**src/rtl/mostra_sequencia_pkg.sv**
```systemverilog
// mostra_sequencia_pkg: shared game constants and presenter state encoding
package mostra_sequencia_pkg;
    localparam int LED_W  = 16;
    localparam int ADDR_W = 4;
    typedef enum logic [2:0] {
        OCIOSO  = 3'd0,
        BUSCA   = 3'd1,
        ESPERA  = 3'd2,
        ACESO   = 3'd3,
        APAGADO = 3'd4,
        FIM     = 3'd5
    } estado_t;
endpackage

```
**src/rtl/mostra_sequencia_if.sv**
```systemverilog
// mostra_sequencia_if: control, ROM and display signals of the sequence presenter
interface mostra_sequencia_if;
    import mostra_sequencia_pkg::*;
    logic              iniciar;
    logic [ADDR_W-1:0] nivel;
    logic [LED_W-1:0]  rom_dado;
    logic [ADDR_W-1:0] rom_endereco;
    logic [LED_W-1:0]  leds;
    logic              ocupado;
    logic              pronto;
    logic [2:0]        db_estado;
    modport master (
        output iniciar, nivel, rom_dado,
        input  rom_endereco, leds, ocupado, pronto, db_estado
    );
    modport slave (
        input  iniciar, nivel, rom_dado,
        output rom_endereco, leds, ocupado, pronto, db_estado
    );
endinterface

```
**src/rtl/mostra_sequencia_contador_m.sv**
```systemverilog
// contador_m: modulo-M phase timer with synchronous clear and terminal flag
module contador_m #(
    parameter int M = 4,
    parameter int N = 2
) (
    input  logic clock,
    input  logic reset,
    input  logic zera_s,
    input  logic conta,
    output logic fim
);
    logic [N-1:0] r_q;
    assign fim = r_q == N'(M - 1);
    // count while enabled, wrap at M-1, clear on reset or phase change
    always_ff @(posedge clock) begin
        if (reset || zera_s) r_q <= '0;
        else if (conta) r_q <= fim ? '0 : r_q + 1'b1;
    end
endmodule

```
**src/rtl/mostra_sequencia.sv**
```systemverilog
// mostra_sequencia: plays ROM entries 0..nivel on the LEDs with timed on/off phases
module mostra_sequencia
    import mostra_sequencia_pkg::*;
#(
    parameter int ON_CYCLES  = 1000,
    parameter int OFF_CYCLES = 500,
    parameter int TIMER_W    = 10
) (
    input  logic clock,
    input  logic reset,
    mostra_sequencia_if.slave bus
);
    estado_t           r_estado, w_next;
    logic [ADDR_W-1:0] r_idx, r_nivel;
    logic [LED_W-1:0]  r_leds;
    logic              w_fim_on, w_fim_off;
    logic              w_aceso, w_apagado, w_inicia, w_ultimo;

    assign w_aceso   = r_estado == ACESO;
    assign w_apagado = r_estado == APAGADO;
    assign w_inicia  = r_estado == OCIOSO && bus.iniciar;
    assign w_ultimo  = r_idx == r_nivel;

    contador_m #(.M(ON_CYCLES), .N(TIMER_W)) u_timer_on (
        .clock(clock), .reset(reset), .zera_s(!w_aceso), .conta(w_aceso), .fim(w_fim_on)
    );
    contador_m #(.M(OFF_CYCLES), .N(TIMER_W)) u_timer_off (
        .clock(clock), .reset(reset), .zera_s(!w_apagado), .conta(w_apagado), .fim(w_fim_off)
    );

    // state register
    always_ff @(posedge clock) begin
        if (reset) r_estado <= OCIOSO;
        else r_estado <= w_next;
    end

    // next-state logic
    always_comb begin
        w_next = OCIOSO;
        case (r_estado)
            OCIOSO:  w_next = bus.iniciar ? BUSCA : OCIOSO;
            BUSCA:   w_next = ESPERA;
            ESPERA:  w_next = ACESO;
            ACESO:   w_next = w_fim_on ? APAGADO : ACESO;
            APAGADO: w_next = !w_fim_off ? APAGADO : (w_ultimo ? FIM : BUSCA);
            default: w_next = OCIOSO;
        endcase
    end

    // index doubles as ROM address; it only moves on start and between entries
    always_ff @(posedge clock) begin
        if (reset) begin
            r_idx   <= '0;
            r_nivel <= '0;
            r_leds  <= '0;
        end else begin
            if (w_inicia) begin
                r_idx   <= '0;
                r_nivel <= bus.nivel;
            end else if (w_apagado && w_fim_off && !w_ultimo) begin
                r_idx <= r_idx + 1'b1;
            end
            r_leds <= (r_estado == ESPERA) ? bus.rom_dado : (w_aceso && !w_fim_on) ? r_leds : '0;
        end
    end

    assign bus.rom_endereco = r_idx;
    assign bus.leds         = r_leds;
    assign bus.ocupado      = r_estado != OCIOSO;
    assign bus.pronto       = r_estado == FIM;
    assign bus.db_estado    = r_estado;
endmodule

```
**src/flat_wrapper.sv**
```systemverilog
// flat-port wrapper written by rule: the top's interface ports become plain ports
module mostra_sequencia_flat import mostra_sequencia_pkg::*;
#(
    parameter int ON_CYCLES  = 1000,
    parameter int OFF_CYCLES = 500,
    parameter int TIMER_W    = 10
)
  (clock, reset, bus_iniciar, bus_nivel, bus_rom_dado, bus_rom_endereco, bus_leds, bus_ocupado, bus_pronto, bus_db_estado);
  mostra_sequencia_if bus_i ();
  input  logic clock;
  input  logic reset;
  input wire logic [$bits(bus_i.iniciar)-1:0] bus_iniciar;
  input wire logic [$bits(bus_i.nivel)-1:0] bus_nivel;
  input wire logic [$bits(bus_i.rom_dado)-1:0] bus_rom_dado;
  output wire logic [$bits(bus_i.rom_endereco)-1:0] bus_rom_endereco;
  output wire logic [$bits(bus_i.leds)-1:0] bus_leds;
  output wire logic [$bits(bus_i.ocupado)-1:0] bus_ocupado;
  output wire logic [$bits(bus_i.pronto)-1:0] bus_pronto;
  output wire logic [$bits(bus_i.db_estado)-1:0] bus_db_estado;
  assign bus_i.iniciar = bus_iniciar;
  assign bus_i.nivel = bus_nivel;
  assign bus_i.rom_dado = bus_rom_dado;
  assign bus_rom_endereco = bus_i.rom_endereco;
  assign bus_leds = bus_i.leds;
  assign bus_ocupado = bus_i.ocupado;
  assign bus_pronto = bus_i.pronto;
  assign bus_db_estado = bus_i.db_estado;
  mostra_sequencia #(.ON_CYCLES(ON_CYCLES), .OFF_CYCLES(OFF_CYCLES), .TIMER_W(TIMER_W)) u_core (.clock(clock), .reset(reset), .bus(bus_i));
endmodule
```
**config.mk**
```make
export PLATFORM = sky130hd
export DESIGN_NAME = mostra_sequencia_flat
export DESIGN_NICKNAME = d
export VERILOG_FILES = /design/src/rtl/mostra_sequencia_pkg.sv /design/src/rtl/mostra_sequencia_if.sv /design/src/rtl/mostra_sequencia_contador_m.sv /design/src/rtl/mostra_sequencia.sv /design/src/flat_wrapper.sv
export SDC_FILE = /design/constraint.sdc
export NUM_CORES = 1
export LEC_CHECK = 0
export ABC_AREA = 1
export CAP_MARGIN = 40
export CORE_MARGIN = 1.5
export CORE_UTILIZATION = 50
export CTS_BUF_LIST = sky130_fd_sc_hd__clkbuf_16
export CTS_CLUSTER_DIAMETER = 120
export DETAILED_ROUTE_END_ITERATION = 8
export DONT_BUFFER_PORTS = 1
export GPL_TIMING_DRIVEN = 0
export PLACE_DENSITY = 0.62
export SLEW_MARGIN = 20
export SYNTH_ARGS = -nofsm -noshare
export SYNTH_HDL_FRONTEND = slang
export SYNTH_SLANG_ARGS = --single-unit
```
**constraint.sdc**
```tcl
create_clock -name clock -period 1.7 [get_ports clock]
set_input_delay 0.34 -clock clock [delete_from_list [all_inputs] [get_ports clock]]
set_output_delay 0.34 -clock clock [all_outputs]
set_load 0.01 [all_outputs]
```
# == Word level (Yosys, flattened, before mapping) ==
# Cells that the tools add are included.
# classes
n_mul,0
div_mod_pow,0
n_addsub,3
mux,9
n_reduce_logical,13
magnitude_cmp,0
n_eq_ne,9
shifts,0
n_bitwise,0
# ops
cell,n
16-bit 2-to-1 mux,2
10-bit by 1-bit adder with 10-bit output (second input constant),2
10-bit 2-to-1 mux,2
3-bit case mux with 5 select lines,1
10-bit equality test (second input constant),1
10-bit by 9-bit equality test with 1-bit output (second input constant),1
3-bit 2-to-1 mux,3
3-bit by 2-bit equality test with 1-bit output (second input constant),2
3-bit equality test (second input constant),2
4-bit by 1-bit adder with 4-bit output (second input constant),1
4-bit equality test,1
1-bit logical AND,4
1-bit zero test,4
3-bit by 1-bit equality test with 1-bit output (second input constant),1
3-bit zero test,1
3-bit nonzero test,1
1-bit logical OR,2
2-bit by 1-bit != test with 1-bit output (second input constant),1
2-bit OR reduction,1
1-bit 2-to-1 mux,1
# totals
ramBits,0
latchBits,0
memories,0
regBits,47
output_inout_bits,25
mem_bits_ro,0
inputBits,23

# == Longest topological paths before layout ==
# Gate-level depths: netlist (run 1).
# depth
depth_word,5
ltp_mapped,9

# == Modules after synthesis ==
# A second synthesis (run 1) with hierarchy kept.
# hier_totals
hier_cells,294
hier_area_um2,2242.2
# by_module_without_submodules
module,area_each_um2,n_inst,cells_per_inst
mostra_sequencia,1224.9,1,159
contador_m at u_core.u_timer_on,519.2,1,72
contador_m at u_core.u_timer_off,498.0,1,63

# == Least setup slack after synthesis (run 1) ==
# No wires, ideal clock.
# synth_path
path_type,register to register
from,register u_core.u_timer_on.r_q[0]
to,register u_core.r_leds[10] (netlist: u_core.bus.leds[10])
path_stages_with_launch,10
arrival_time_ps,1234
setup_slack_ps,346
period_less_slack_ps,1354
path_cell_list,dfxtp_1 > ha_1 > nand2_1 > inv_1 > nand4_1 > nand2_4 > inv_6 > buf_8 > nand2_1 > o21ai_1
# synth_between
elab_chain_len,4
# synth_rtl
item,line,source
from (decl),mostra_sequencia_contador_m.sv:12,logic [N-1:0] r_q;
from (signal assigned),mostra_sequencia_contador_m.sv:17,else if (conta) r_q <= fim ? '0 : r_q + 1'b1;
10-bit equality test,mostra_sequencia_contador_m.sv:13,assign fim = r_q == N'(M - 1);
1-bit zero test,mostra_sequencia.sv:63,r_leds <= (r_estado == ESPERA) ? bus.rom_dado : (w_aceso && !w_fim_on) ? r_leds : '0;
1-bit logical AND,mostra_sequencia.sv:63,
2-bit by 1-bit != test with 1-bit output (no source line),n/a,
to (signal assigned),mostra_sequencia.sv:63,
to (decl),mostra_sequencia.sv:15,logic [LED_W-1:0] r_leds;
# No other way between the ends.
# A chain may end at the register's enable or synchronous reset.

# == Worst setup path in the final report (run 1) ==
# layout_path
from,register u_core.r_estado[0] (netlist: u_core.bus.db_estado[0])
to,output bus_pronto
# layout_between
elab_chain_len,1
# layout_rtl
item,line,source
from (decl),mostra_sequencia.sv:13,"estado_t r_estado, w_next;"
from (signal assigned),mostra_sequencia.sv:34,else r_estado <= w_next;
3-bit equality test,mostra_sequencia.sv:70,assign bus.pronto = r_estado == FIM;
to (decl),flat_wrapper.sv:18,output wire logic [$bits(bus_i.pronto)-1:0] bus_pronto;
# No other way between the ends.

==> results.cfg, run 1 <==
[sta]
drv_slew = 0
rsz0062_at_grt = false
maxSlewHeadroom_pct = 71.2
clock.fmax_ghz = 0.640
setup_viol = 0
setup_tns_ps = 0
setup_ws_ps = 137
skew_ps = 5.80
hold_viol_final = 0
period_needed_ps = 1560
worstMarginPinSlew_ps = 432
fin_crit_sh_pct = 92.0

[global_route]
overflow = 0
grt_usage_pct = 19.2
grt_pass1_vias = 1527
grt_max_degree = 16
grt_pass1_wl_mm = 6.74
grt_antenna_before_repair = 0

[cts]
cts_tree = built
clockBufferDepth = 2
cts_hold_buf = 0
cts_resized = 0
clock-sinks = 47
clk_latency_ps = 290
clk_pin_slew_ps = 60
cts_buffers = 5
cts_setup_buffers = 0
htree_levels = 2
cts_root_buf = clkbuf_16

[route]
wl_per_cell_um = 11.7
vias_per_cell = 5.06
routed_wl_mm = 4.18
drt_iter0_drc = 71
ant_nets = 0
dr.pass1.iters = 4
post-route-drc-count = 0
vias = 1805

[floorplanning]
dieArea_um2 = 4720
die_h_um = 68.7
fp.dieW_um = 68.7
rows = 23
ioPinCount = 48
start_util_pct = 52.8
core_um2 = 4090

[synth]
yosys_warnings = 0
syn_avg_cell_area_um2 = 7.27
ys_seq_area_share_pct = 43.6
synth_commonest_cells = 89 x nand2_1, 47 x dfxtp_1, 32 x inv_1, 28 x nor2_1, 18 x nand3_1
syn_inst = 297
async_flop_share_pct = 0
syn-cell-area_um2 = 2160
synth_edf_count = 0
synth_ff_type = dfxtp_1
syn_nets = 323
synth_top_cell_area_share_pct = 43.6
synth.distinct_cells = 28
yosys.area.top_type = dfxtp_1
synth.most_common_cell = nand2_1
yosys-top-cells-area = dfxtp_1 44%, nand2_1 15%, inv_1 5.6%, nor2_1 4.9%, nand3_1 4.2%
synth_seq_cells = 47

[min_path]
hp-class = primary input to register

[layout]
finish.instance_area_um2 = 2410
nFillCells = 400
syn_to_final_growth_pct = 11.4
nNetsFinal = 332
final_layout_size_suffix_gt1_share_pct = 12.4
antenna_cells = 0
finalNonFillerCells = 357

[critical_path]
cp_slowest_stage_delay_ps = 540
cp.arrival_ps = 1220
crit_path_end_kind = output pin
cp_top_family = flip-flops
cpMaxStageDelayCell = dfxtp_1
crit_buf_inv = 1
cp_max_fo = 5
critPathKind = register to output pin
worstPathCellList = inv_1, nor3_1
critPathRequiredTime_ps = 1360
worst_setup_path_start_kind = register

[power]
p_int_mw = 1.87
irDropWorstVdd_mv = 0.690
power.density_nw_per_um2 = 1000
p_clk_share_pct = 46.0
seqPwrFrac_pct = 48.5
p_sw_share_pct = 22.6
power_switching_mw = 0.547
power_leakage_nw = 0.870
p_comb_share_pct = 5.6
total_power_mw = 2.42

[placement]
place_area_um2 = 2220
place.port_buffers = 0
placed_cells = 347
gp_congestion = 0.847
hpwl_mm = 3.03
preCtsSetupSlack_ps = 125

[status]
status = finished clean

[run]
drv_cap = 0
-- sequential cells by signal, indices dropped and copies added (netlist names) --
name / flops
u_core.bus.rom_endereco: 4
u_core.u_timer_on.r_q: 10
u_core.bus.db_estado: 3
u_core.u_timer_off.r_q: 10
u_core.r_nivel: 4
u_core.bus.leds: 16
-- kinds of logic (layout without fill, tap and decap cells) --
| kind of cell | after synthesis | after routing | share of synthesized area (%) |
|---|---|---|---|
| and+or+nand+nor | 166 | 166 | 36.6 |
| DFF | 47 | 47 | 43.6 |
| buffers and inverters | 40 | 50 | 8.00 |
| AOI/OAI and AO/OA | 38 | 38 | 8.92 |
| adders and majority gates | 3 | 3 | 1.74 |
| xor gates and xnor gates | 3 | 3 | 1.22 |
-- metal layers --
metal | part of all wire, % | GRT usage [%] | up-vias
li1 | - | - | 956
met1 | 48 | 24.9 | 794
met2 | 44 | 29.8 | 48
met3 | 6.3 | 5.84 | 7
met4 | 1.4 | 7.35 | 0
met5 | 0 | 0 | -
-- placed cells by master, fill, tap and decap left out --
cell type / instances
nand3_2: 1
nand3_4: 1
nor2_1: 28
nand2_4: 2
buf_8: 1
inv_6: 1
nand2_1: 89
xor2_1: 3
nor3b_2: 1
nand3_1: 18
clkbuf_2: 1
ha_1: 3
inv_2: 2
a21oi_1: 15
clkbuf_16: 5
nor3_1: 4
o21bai_1: 1
dfxtp_1: 47
nand2_2: 4
o21ai_0: 13
o21ai_1: 9
clkinv_4: 2
nor3_2: 2
nor2_2: 5
nor3b_1: 2
clkinv_2: 1
buf_4: 2
inv_1: 32
nor2_4: 6
nand4_1: 3
clkbuf_1: 2
bufinv_16: 1
-- power by group through the flow --
stage	sequential [mW]	clock (mW)	combinational (mW)
finish	1.17	1.11	0.135
global route	1.18	1.19	0.154
CTS	1.17	1.14	0.135
detailed placement	1.20	0	0.134
global placement	1.20	0	0.134
floorplan	1.19	0	0.108
-- worst register-to-register path, cell delays in order (launching register included) --
cell,delay [ps]
dfxtp_1,350
ha_1,170
nand2_1,70
inv_1,90
nand4_1,220
nand2_4,190
inv_6,70
buf_8,140
nand2_1,50
o21ai_1,60
-- final timing paths --
path,start,endpoint,cells past startpoint,slack (ps)
worst max-delay path,u_core.bus.db_estado[0],bus_pronto,2,140
worst min-delay path,reset,u_core.bus.db_estado[2],1,120
worst max register to register,u_core.u_timer_on.r_q[0],u_core.bus.leds[11],9,180
worst min register to register,u_core.u_timer_on.r_q[0],u_core.u_timer_on.r_q[0],1,440
-- area by class of cell --
cell class	instances	area [µm²]	share of cell area, %
Clock inverter	3	43.8	1.82
Tap cell	50	62.6	2.60
Sequential cell	47	941	39.1
Clock buffer	5	125	5.20
Buffer	4	27.5	1.14
Multi-Input combinational cell	210	1050	43.5
Inverter	36	145	6.03
Timing Repair Buffer	2	15.0	0.624
-- through the flow --
stage / utilization, % / hold slack (ps)
2_1_floorplan: - / 409
4_1_cts: 58.5 / 114
5_1_grt: 58.9 / 113
3_3_place_gp: 54.4 / 416
3_5_place_dp: 54.4 / 415
6_report: 58.9 / 120
No activity file was read; power rests on OpenSTA's default activity.
==> run 2, diff against run 1 <==
--- a/config.mk
+++ b/config.mk
@@ -7,6 +7,7 @@
 export LEC_CHECK = 0
 export ABC_AREA = 1
 export CAP_MARGIN = 40
+export CORE_ASPECT_RATIO = 1.75
 export CORE_MARGIN = 1.5
 export CORE_UTILIZATION = 50
 export CTS_BUF_LIST = sky130_fd_sc_hd__clkbuf_16
@@ -15,7 +16,6 @@
 export DONT_BUFFER_PORTS = 1
 export GPL_TIMING_DRIVEN = 0
 export PLACE_DENSITY = 0.62
-export SLEW_MARGIN = 20
 export SYNTH_ARGS = -nofsm -noshare
 export SYNTH_HDL_FRONTEND = slang
 export SYNTH_SLANG_ARGS = --single-unit
==> run 2 against run 1 <==
  * Sequential share of layout area shrank 0.44 points
  * Die area grew 0.33%
  * Non-clock buffer count is the same
  * Routed wire length grew 3.4%
  * Via count shrank 1.8%
  * Critical path depth is the same
  * Core utilization shrank 0.24 points
  * Critical endpoint unchanged
  * Largest cell class unchanged
==> results.cfg, run 2 (synthesis gave the netlist of run 1 again) <==
[critical_path]
cpMaxStageDelayCell = dfxtp_1
cp.arrival_ps = 1240
cp_top_family = flip-flops
worst_setup_path_start_kind = register
crit_path_end_kind = output pin
cp_max_fo = 7
critPathRequiredTime_ps = 1360
worstPathCellList = inv_2, nor3_1
crit_buf_inv = 1
cp_slowest_stage_delay_ps = 470
critPathKind = register to output pin

[route]
ant_nets = 0
dr.pass1.iters = 4
post-route-drc-count = 0
routed-wl-met2_mm = 2.33
wl_met3_um = 181
vias_per_cell = 4.98
wl_per_cell_um = 12.1
top_layer_used = met4
wirelength_met1_mm = 1.70
vias = 1773
routed_wl_mm = 4.32
drt_iter0_drc = 30

[cts]
clk_pin_slew_ps = 60
cts_root_buf = clkbuf_16
clockBufferDepth = 2
cts_tree = built
htree_levels = 2
cts_buffers = 5
clock-sinks = 47
clk_latency_ps = 280

[status]
status = finished clean

[sta]
maxSlewHeadroom_pct = 64.9
clock.fmax_ghz = 0.632
hold_viol_final = 0
setup_viol = 0
drv_slew = 0
setup_ws_ps = 119
period_needed_ps = 1580
fin_crit_sh_pct = 93.0
holdWs_ps = 120
skew_ps = 1.45
rsz0062_at_grt = false
worstMarginPinSlew_ps = 526
setup_tns_ps = 0

[power]
power_leakage_nw = 0.876
irDropWorstVdd_mv = 0.804
total_power_mw = 2.56
power.density_nw_per_um2 = 1050

[placement]
place.port_buffers = 0
hpwl_mm = 3.35
place_area_um2 = 2220
placed_cells = 346
preCtsSetupSlack_ps = 121
gp_congestion = 0.839

[global_route]
grt_antenna_before_repair = 0
grt_usage_pct = 19.7
grt_pass1_wl_mm = 7.16
overflow = 0
grt_max_degree = 16
grt_pass1_vias = 1632

[layout]
final_common_cell = nand2_1
largest_reg_flops = 16
finish.instance_area_um2 = 2430
syn_to_final_growth_pct = 12.7
nNetsFinal = 332
finalNonFillerCells = 356
nFillCells = 395
final_core_utilization_pct = 58.6
layout_common_cells = 89 x nand2_1, 47 x dfxtp_1, 32 x inv_1
final_layout_size_suffix_gt1_share_pct = 12.4
antenna_cells = 0

[floorplanning]
fp.dieW_um = 52.7
dieArea_um2 = 4740
ioPinCount = 48
die_h_um = 89.9
start_util_pct = 52.0
rows = 31
core_um2 = 4150

[run]
drv_cap = 0

[min_path]
hp-class = primary input to register
==> run 2: cell types whose count changed in the layout (fill, tap and decap cells not counted) <==
cell,change
clkinv_2,-1
clkinv_4,-1
nor2_4,+1
nor2_2,-1
clkinvlp_4,+1
bufinv_16,+1
==> run 2: power by group <==
part           switching [mW]  internal, mW
sequential             0.0386          1.13
combinational          0.0931        0.0434
clock                   0.408         0.842
==> run 2: layout make-up <==
type / instances / area (µm²) / share of cell area (%)
multi-input cells: 210 / 1050 / 43.2
clock inverters: 3 / 67.6 / 2.78
inverters: 36 / 145 / 5.96
plain buffers: 4 / 27.5 / 1.13
flip-flops and latches: 47 / 941 / 38.7
clock buffers: 5 / 125 / 5.14
repair buffers: 2 / 15.0 / 0.617
well taps: 49 / 61.3 / 2.52
==> run 2: worst paths after layout <==
| check | startpoint | to | slack, ps | depth (start not counted) |
|---|---|---|---|---|
| setup reg to reg | u_core.u_timer_off.r_q[0] | u_core.bus.rom_endereco[2] | 170 | 8 |
| hold reg to reg | u_core.u_timer_on.r_q[0] | u_core.u_timer_on.r_q[0] | 440 | 1 |
| setup / recovery | u_core.bus.db_estado[2] | bus_pronto | 120 | 2 |
| hold / removal | reset | u_core.bus.db_estado[2] | 120 | 1 |
==> run 2: layer usage <==
layer  vias up  GRT usage (%)
met3         8           4.98
met2        29           34.2
met1       781           21.8
li1        955              -
met4         0           8.12
met5         -              0
==> run 2: repair_timing <==
item	in CTS	in global routing
setup buffers	0	2
hold buffers	0	0
gates resized for setup	0	1
endpoints found under the setup margin	0	12
endpoints found under the hold margin	0	0
